$ cat config.mk
export PLATFORM = sky130hd
export DESIGN_NAME = config_loader
export DESIGN_NICKNAME = d
export VERILOG_FILES = /design/src/rtl/config_pkg.sv /design/src/rtl/word_serializer.sv /design/src/rtl/config_loader.sv
export SDC_FILE = /design/constraint.sdc
export NUM_CORES = 1
export LEC_CHECK = 0
export ABC_AREA = 1
export BUFFER_PORTS_ARGS = -buffer_cell sky130_fd_sc_hd__buf_4
export CAP_MARGIN = 40
export CELL_PAD_IN_SITES_DETAIL_PLACEMENT = 1
export CELL_PAD_IN_SITES_GLOBAL_PLACEMENT = 2
export CORE_MARGIN = 2
export CORE_UTILIZATION = 29
export DETAILED_ROUTE_END_ITERATION = 8
export PLACE_DENSITY_LB_ADDON = 0.1
export SLEW_MARGIN = 20
export SYNTH_ARGS = -nofsm -noshare
export SYNTH_HDL_FRONTEND = slang
export SYNTH_HIERARCHICAL = 1
export SYNTH_SLANG_ARGS = --single-unit
export TNS_END_PERCENT = 20
$ cat constraint.sdc
create_clock -name clock -period 1.6 [get_ports clock]
set_input_delay 0.24 -clock clock [delete_from_list [all_inputs] [get_ports clock]]
set_output_delay 0.24 -clock clock [all_outputs]
set_load 0.02 [all_outputs]
$ cat src/rtl/config_pkg.sv
// Shared definitions for the fabric configuration loader: the sequencer
// state encoding and the layout of one logic element's configuration slice.
package config_pkg;

  // Loader sequencer states
  typedef enum logic [1:0] {
    IDLE  = 2'd0,
    LOAD  = 2'd1,
    SHIFT = 2'd2,
    DONE  = 2'd3
  } state_e;

  // One logic element contributes a 4-bit LUT truth table plus a
  // comb/seq output-select bit to the scan chain.
  localparam int LE_CONFIG_WIDTH = 5;
  localparam int LE_LUT_LSB      = 0;
  localparam int LE_LUT_MSB      = 3;
  localparam int LE_COMB_SEL_BIT = 4;

  // Default fabric size: 16 elements, giving an 80-bit chain.
  localparam int LE_DEFAULT_COUNT       = 16;
  localparam int LE_DEFAULT_CHAIN_WIDTH = LE_DEFAULT_COUNT * LE_CONFIG_WIDTH;

  // Number of bitstream words needed to fill a chain of cw bits.
  function automatic int words_per_load(input int cw, input int ww);
    return (cw + ww - 1) / ww;
  endfunction

endpackage

$ cat src/rtl/word_serializer.sv
// Parallel-to-serial stage: captures one bitstream word and presents it
// LSB first, tracking the position inside the word so the sequencer knows
// when the word has been fully consumed.
module word_serializer
  import config_pkg::*;
#(
  parameter int WORD_WIDTH = 8
) (
  input  logic                  clock,
  input  logic                  nreset,
  input  logic                  load_i,
  input  logic                  shift_i,
  input  logic [WORD_WIDTH-1:0] word_i,
  output logic                  serial_o,
  output logic                  last_bit_o
);

  localparam int PW = $clog2(WORD_WIDTH + 1);
  localparam logic [PW-1:0] POS_LAST = PW'(WORD_WIDTH - 1);

  logic [WORD_WIDTH-1:0] sreg_q, sreg_d;
  logic [WORD_WIDTH-1:0] sreg_shifted;
  logic [PW-1:0]         word_pos_q, word_pos_d;

  // Right-shift network: each bit takes its upper neighbour, top bit fills with 0
  for (genvar gi = 0; gi < WORD_WIDTH; gi++) begin : g_shift
    if (gi == WORD_WIDTH - 1) begin : g_top
      assign sreg_shifted[gi] = 1'b0;
    end else begin : g_mid
      assign sreg_shifted[gi] = sreg_q[gi+1];
    end
  end

  // Next-state for the word register and bit position (load wins over shift)
  always_comb begin
    sreg_d     = sreg_q;
    word_pos_d = word_pos_q;
    if (load_i) begin
      sreg_d     = word_i;
      word_pos_d = '0;
    end else if (shift_i) begin
      sreg_d     = sreg_shifted;
      word_pos_d = word_pos_q + PW'(1);
    end
  end

  // Word register and position counter with synchronous active-low reset
  always_ff @(posedge clock) begin
    if (!nreset) begin
      sreg_q     <= '0;
      word_pos_q <= '0;
    end else begin
      sreg_q     <= sreg_d;
      word_pos_q <= word_pos_d;
    end
  end

  assign serial_o   = sreg_q[0];
  assign last_bit_o = (word_pos_q == POS_LAST);

endmodule

$ cat src/rtl/config_loader.sv
// Configuration sequencer for the logic-element fabric. Takes the bitstream
// as words over a valid/ready handshake, streams them LSB first into the
// configuration scan chain, and only releases the fabric register enable
// once every chain bit has been shifted in.
module config_loader
  import config_pkg::*;
#(
  parameter int CONFIG_WIDTH = LE_DEFAULT_CHAIN_WIDTH,
  parameter int WORD_WIDTH   = 8
) (
  input  logic                  clock,
  input  logic                  nreset,
  input  logic                  start,
  input  logic                  abort,
  input  logic                  word_valid,
  input  logic [WORD_WIDTH-1:0] word_data,
  output logic                  word_ready,
  output logic                  config_shift,
  output logic                  config_bit,
  output logic                  fabric_enable,
  output logic                  done,
  output logic                  busy
);

  localparam int BW = $clog2(CONFIG_WIDTH + 1);
  localparam logic [BW-1:0] BIT_LAST = BW'(CONFIG_WIDTH - 1);

  state_e        state_q, state_d;
  logic [BW-1:0] bit_count_q, bit_count_d;

  logic ser_load;
  logic ser_shift;
  logic ser_bit;
  logic word_last;
  logic chain_last;

  // A word is only captured when the handshake completes and no abort is
  // cancelling the load in the same cycle.
  assign ser_load   = (state_q == LOAD) && word_valid && !abort;
  assign ser_shift  = (state_q == SHIFT);
  assign chain_last = (bit_count_q == BIT_LAST);

  word_serializer #(
    .WORD_WIDTH(WORD_WIDTH)
  ) u_word_serializer (
    .clock     (clock),
    .nreset    (nreset),
    .load_i    (ser_load),
    .shift_i   (ser_shift),
    .word_i    (word_data),
    .serial_o  (ser_bit),
    .last_bit_o(word_last)
  );

  // State register with synchronous active-low reset
  always_ff @(posedge clock) begin
    if (!nreset) begin
      state_q <= IDLE;
    end else begin
      state_q <= state_d;
    end
  end

  // Next-state logic: abort beats handshake and shift exit; the chain-full
  // exit beats the word-consumed exit so a partial last word is truncated.
  always_comb begin
    state_d = state_q;
    case (state_q)
      IDLE: begin
        if (start) state_d = LOAD;
      end
      LOAD: begin
        if (abort)           state_d = IDLE;
        else if (word_valid) state_d = SHIFT;
      end
      SHIFT: begin
        if (abort)           state_d = IDLE;
        else if (chain_last) state_d = DONE;
        else if (word_last)  state_d = LOAD;
      end
      DONE: begin
        if (start) state_d = LOAD;
      end
      default: state_d = IDLE;
    endcase
  end

  // Chain bit counter: cleared when a load begins, advanced per shift cycle
  always_comb begin
    bit_count_d = bit_count_q;
    case (state_q)
      IDLE, DONE: begin
        if (start) bit_count_d = '0;
      end
      SHIFT: begin
        bit_count_d = bit_count_q + BW'(1);
      end
      default: ;
    endcase
  end

  // Chain bit counter register
  always_ff @(posedge clock) begin
    if (!nreset) begin
      bit_count_q <= '0;
    end else begin
      bit_count_q <= bit_count_d;
    end
  end

  // Output decode from the current state; config_bit is forced low outside SHIFT
  always_comb begin
    word_ready    = 1'b0;
    config_shift  = 1'b0;
    fabric_enable = 1'b0;
    done          = 1'b0;
    busy          = 1'b0;
    case (state_q)
      LOAD: begin
        busy       = 1'b1;
        word_ready = 1'b1;
      end
      SHIFT: begin
        busy         = 1'b1;
        config_shift = 1'b1;
      end
      DONE: begin
        done          = 1'b1;
        fabric_enable = 1'b1;
      end
      default: ;
    endcase
    config_bit = config_shift & ser_bit;
  end

endmodule
==> Yosys cells after proc, flatten, opt, wreduce, memory -nomap -nowiden <==
Cells that the tools add are included.
{ "totals": {"ff_bits": 21, "input_bits": 13, "output_inout_bits": 6, "elab_cells": 42} }
{ "op_classes": {"n_addsub": 2, "n_eq_ne": 8, "n_mux": 15, "bitwise_logic": 2, "n_reduce_logical": 11} }
{ "op_table": {"columns": ["op", "n"], "rows": [
  ["8-bit 2-to-1 mux", 2],
  ["7-bit one-hot mux with 2 select lines", 1],
  ["2-bit 2-to-1 mux", 6],
  ["7-bit by 1-bit adder with 7-bit output, second input constant", 1],
  ["7-bit == test, second input constant", 1],
  ["7-bit 2-to-1 mux", 1],
  ["2-bit one-hot mux with 3 select lines", 1],
  ["2-bit OR reduction", 3],
  ["4-bit by 1-bit adder with 4-bit output, second input constant", 1],
  ["2-bit == test, second input constant", 2],
  ["4-bit by 3-bit == test with 1-bit output, second input constant", 1],
  ["1-bit 2-to-1 mux", 4],
  ["4-bit by 2-bit != test with 1-bit output, second input constant", 1],
  ["2-bit nonzero test", 2],
  ["3-bit != test, second input constant", 1],
  ["3-bit AND reduction", 1],
  ["2-bit by 1-bit == test with 1-bit output, second input constant", 1],
  ["1-bit logical AND", 2],
  ["2-bit zero test", 1],
  ["2-bit by 1-bit != test with 1-bit output, second input constant", 1],
  ["2-bit AND reduction", 1],
  ["1-bit AND", 1],
  ["1-bit zero test", 1],
  ["1-bit inverter", 1]
]} }

==> Logic depth before layout (Yosys ltp) <==
{ "logic_depth": {"depth_word": 5, "ltp_mapped": 10, "mapped_depth_nobuf": 10} }

==> Hierarchy <==
The synthesis kept the hierarchy.
{ "modules_own_cells": {"columns": ["mod", "n_inst", "cells_each", "area_each_um2", "seq_area_each_um2"], "rows": [
  ["config_loader", 1, 81, 574.3, 180.2],
  ["word_serializer", 1, 86, 560.5, 240.2]
]} }

==> Worst setup path after synthesis <==
Ideal clock, no wire load.
{ "synth_path": {"path_type": "register to register", "from": "register state_q[0]", "to": "register bit_count_q[6]", "setup_ns": 0.114, "t_arrival_ns": 1.421, "path_slack_ns": 0.065, "path_stages_with_launch": 10, "synth_period_minus_slack_ns": 1.535, "path_cell_list": "dfxtp_1 > inv_1 > ha_1 > inv_2 > nand2_2 > nand2_4 > o21ai_2 > inv_1 > nand2_1 > nor2_2"} }
{ "synth_between": {"elab_chain_len": 4} }
{ "synth_rtl": {"columns": ["item", "line", "rtl"], "rows": [
  ["from (decl)", "config_loader.sv:28", "state_e state_q, state_d;"],
  ["from (signal assigned)", "config_loader.sv:60", "state_q <= state_d;"],
  ["2-bit == test / 2-bit zero test (equally long branches)", "config_loader.sv:91", "case (state_q)"],
  ["2-bit OR reduction (no source line)", null, null],
  ["2-bit by 1-bit != test with 1-bit output (no source line) / 2-bit nonzero test (equally long branches)", null, null],
  ["2-bit AND reduction (no source line)", null, null],
  ["to (signal assigned)", "config_loader.sv:107", "bit_count_q <= bit_count_d;"],
  ["to (decl)", "config_loader.sv:29", "logic [BW-1:0] bit_count_q, bit_count_d;"]
]} }
Several ways; a longest one is shown, not always the timed one.
A chain may end at the register's enable or synchronous reset.

==> Final worst setup path <==
{ "layout_path": {"from": "register state_q[0]", "to": "output port config_bit"} }
{ "layout_between": {"elab_chain_len": 3} }
{ "layout_rtl": {"columns": ["item", "line", "rtl"], "rows": [
  ["2-bit == test", "config_loader.sv:118", "case (state_q)"],
  ["1-bit 2-to-1 mux", "config_loader.sv:118", null],
  ["1-bit AND", "config_loader.sv:133", "config_bit = config_shift & ser_bit;"],
  ["to (decl)", "config_loader.sv:19", "output logic config_bit,"]
]} }
Every way passes these cells.

==> flow_metrics.tcl <==
set metrics [dict create \
    grt_max_degree 12 \
    hpwl_um 2330 \
    clk_latency_ns 0.26 \
    mostFrequentLayoutCell "nand2_1" \
    seqPwrFrac 0.346 \
    antenna_found_initial 0 \
    gr-usage-met2 0.276 \
    busiest_layer "met2" \
    synth_cell_types 25 \
    switching_share 0.407 \
    grtUsageTotal 0.151 \
    internal-power_w 0.00112 \
    tightest_slew_ns 0.254 \
    die_x_um 66.6 \
    period_minus_slack_ns 1.49 \
    wl_per_cell_um 12.0 \
    status "finished clean" \
    crit_type "flop to output pin" \
    syn-instance-count 167 \
    port_buffers 18 \
    ys.warnings.count 6 \
    globalplace.congestion 0.786 \
    nNetsFinal 213 \
    avgSynthCellArea_um2 6.80 \
    path_max_fanout 5 \
    power_density_nw_per_um2 1320 \
    grt_pass1_wl_um 5040 \
    peakVddDrop_mv 0.594 \
    clock_path_buffers 2 \
    hold_viol_final 0 \
    rsz0062_at_grt "true" \
    cts_root_buffer "clkbuf_8" \
    slew_violations 0 \
    fmax_mhz 670 \
    ios 19 \
    area_delta_synth_final_pct 26.0 \
    numCtsBuffers 3 \
    ys_seq_elements 21 \
    met1_usage 0.171 \
    via_per_inst 4.54 \
    final_cell_mix "53 x nand2_1, 25 x buf_4, 20 x inv_1" \
    endpoint_kind "output pin" \
    p_leak_nw 0.712 \
    dr.pass1.iters 3 \
    core_area_um2 3720 \
    start_kind "flop" \
    grt_pass1_vias 1126 \
    pwr-share-clk 0.186 \
    final_core_util 0.385 \
    final_area_um2 1430 \
    drive_gt1_frac 0.233 \
    num_vias 1094 \
    combPwrFrac 0.468 \
    cts_tree "built" \
    die_y_um 66.6 \
    p_switching_w 0.000770 \
    clock_sinks 21 \
    grt-ovfl-total 0 \
    synth_nets 186 \
    clkTransAtPathRegs_ns 0.08 \
    yosysSeqAreaShare 0.370 \
    post-route-period-util 0.933 \
    syn_area_um2 1130 \
    power_w 0.00189 \
    diodes 0 \
    routed_wl_um 2890 \
    skew_ns 0.00628 \
    dieArea_um2 4430 \
    fin_setup_tns_ns 0 \
    htreeDepth 1 \
    first_iter_violations 78 \
    drc 0 \
    maxSlewHeadroom 0.831 \
    cp_data_arrival_time_ns 1.25 \
    cap_violations 0 \
    start_util 0.305 \
    cp.required_ns 1.36 \
    grtUsageMet3 0.0270 \
    setup_viol 0 \
    dpl_cell_area_um2 1350 \
    ant_nets 0 \
    min_path_type "input pin to flop" \
    rows 22 \
]
## kinds of logic (layout without fill, tap and decap cells)
family,Yosys count,after routing,synth area share
buffers and inverters,26,52,0.0981
DFF,21,21,0.370
xor gates and xnor gates,1,1,0.00772
AOI/OAI and AO/OA,20,20,0.0970
and+or+nand+nor,93,93,0.361
adders and majority gates,6,6,0.0662
## Yosys cell counts (all sizes together)
cell type	n	area, um2
a31oi	1	6.26
xnor2	1	8.76
and3	1	7.51
inv	23	88.8
ha	6	75.1
buf	3	22.5
nand4	3	25.0
nor3	1	5.00
a21oi	13	65.1
o21ai	4	23.8
a211oi	1	7.51
dfxtp	21	420
nor2	21	93.8
nand3	11	55.1
a21boi	1	7.51
nand2	56	223
## power by group through the flow
stage / registers [W] / clock network (W) / logic (W)
final: 0.000656 / 0.000352 / 0.000886
after global routing: 0.000668 / 0.000387 / 0.00101
after CTS: 0.000645 / 0.000369 / 0.000854
after detailed placement: 0.000655 / 0 / 0.000846
after global placement: 0.000649 / 0 / 0.000821
after floorplan: 0.000641 / 0 / 0.000591
## routing by layer
layer / up-vias / share of wire
met4: 0 / 0.017
met1: 500 / 0.45
met2: 15 / 0.51
li1: 574 / -
met5: - / 0
met3: 5 / 0.024
## state kept, by name, indices dropped and copies added (netlist names)
register,flops
u_word_serializer/word_pos_q,4
u_word_serializer/sreg_q,8
bit_count_q,7
state_q,2
## final cells by class
class | count | area (um2)
fill | 485 | 2290
multi-input combinational | 120 | 623
sequential | 21 | 425
timing repair buffer | 25 | 188
inverter | 23 | 88.8
tap | 48 | 60.1
clock buffer | 4 | 45.0
## worst max-delay path: stages (launching register included)
cell	delay [ns]
dfxtp_4	0.37
inv_1	0.07
ha_4	0.18
buf_4	0.14
nand2_1	0.05
inv_1	0.03
buf_4	0.14
## path summary, 6_finish.rpt
kind / from / to / slack, ns / cells after the start
max: state_q[0]$_SDFFE_PN0P_ / config_bit / 0.11 / 6
max reg2reg: state_q[0]$_SDFFE_PN0P_ / bit_count_q[5]$_SDFFE_PN0P_ / 0.15 / 10
min reg2reg: u_word_serializer/sreg_q[3]$_SDFFE_PN0P_ / u_word_serializer/sreg_q[3]$_SDFFE_PN0P_ / 0.47 / 2
min: word_data[7] / u_word_serializer/sreg_q[7]$_SDFFE_PN0P_ / 0.24 / 3
## per-stage QoR
step / worst slack (ns) / cells / hold slack [ns]
after floorplan: 0.0652 / 167 / 0.338
after global placement: 0.0999 / 235 / 0.451
after detailed placement: 0.0505 / 235 / 0.466
after CTS: -0.0156 / 239 / 0.241
after global routing: -0.00173 / 241 / 0.255
final: 0.108 / 241 / 0.244
## repair_timing
action | 4_1_cts | 5_1_grt
hold buffers | 0 | 0
pin swaps | 0 | 2
cloned | 0 | 0
setup buffers | 0 | 2
setup endpoints to repair | 2 | 13
resized for setup | 2 | 5
Note: power is estimated with default switching activity, not from simulation.
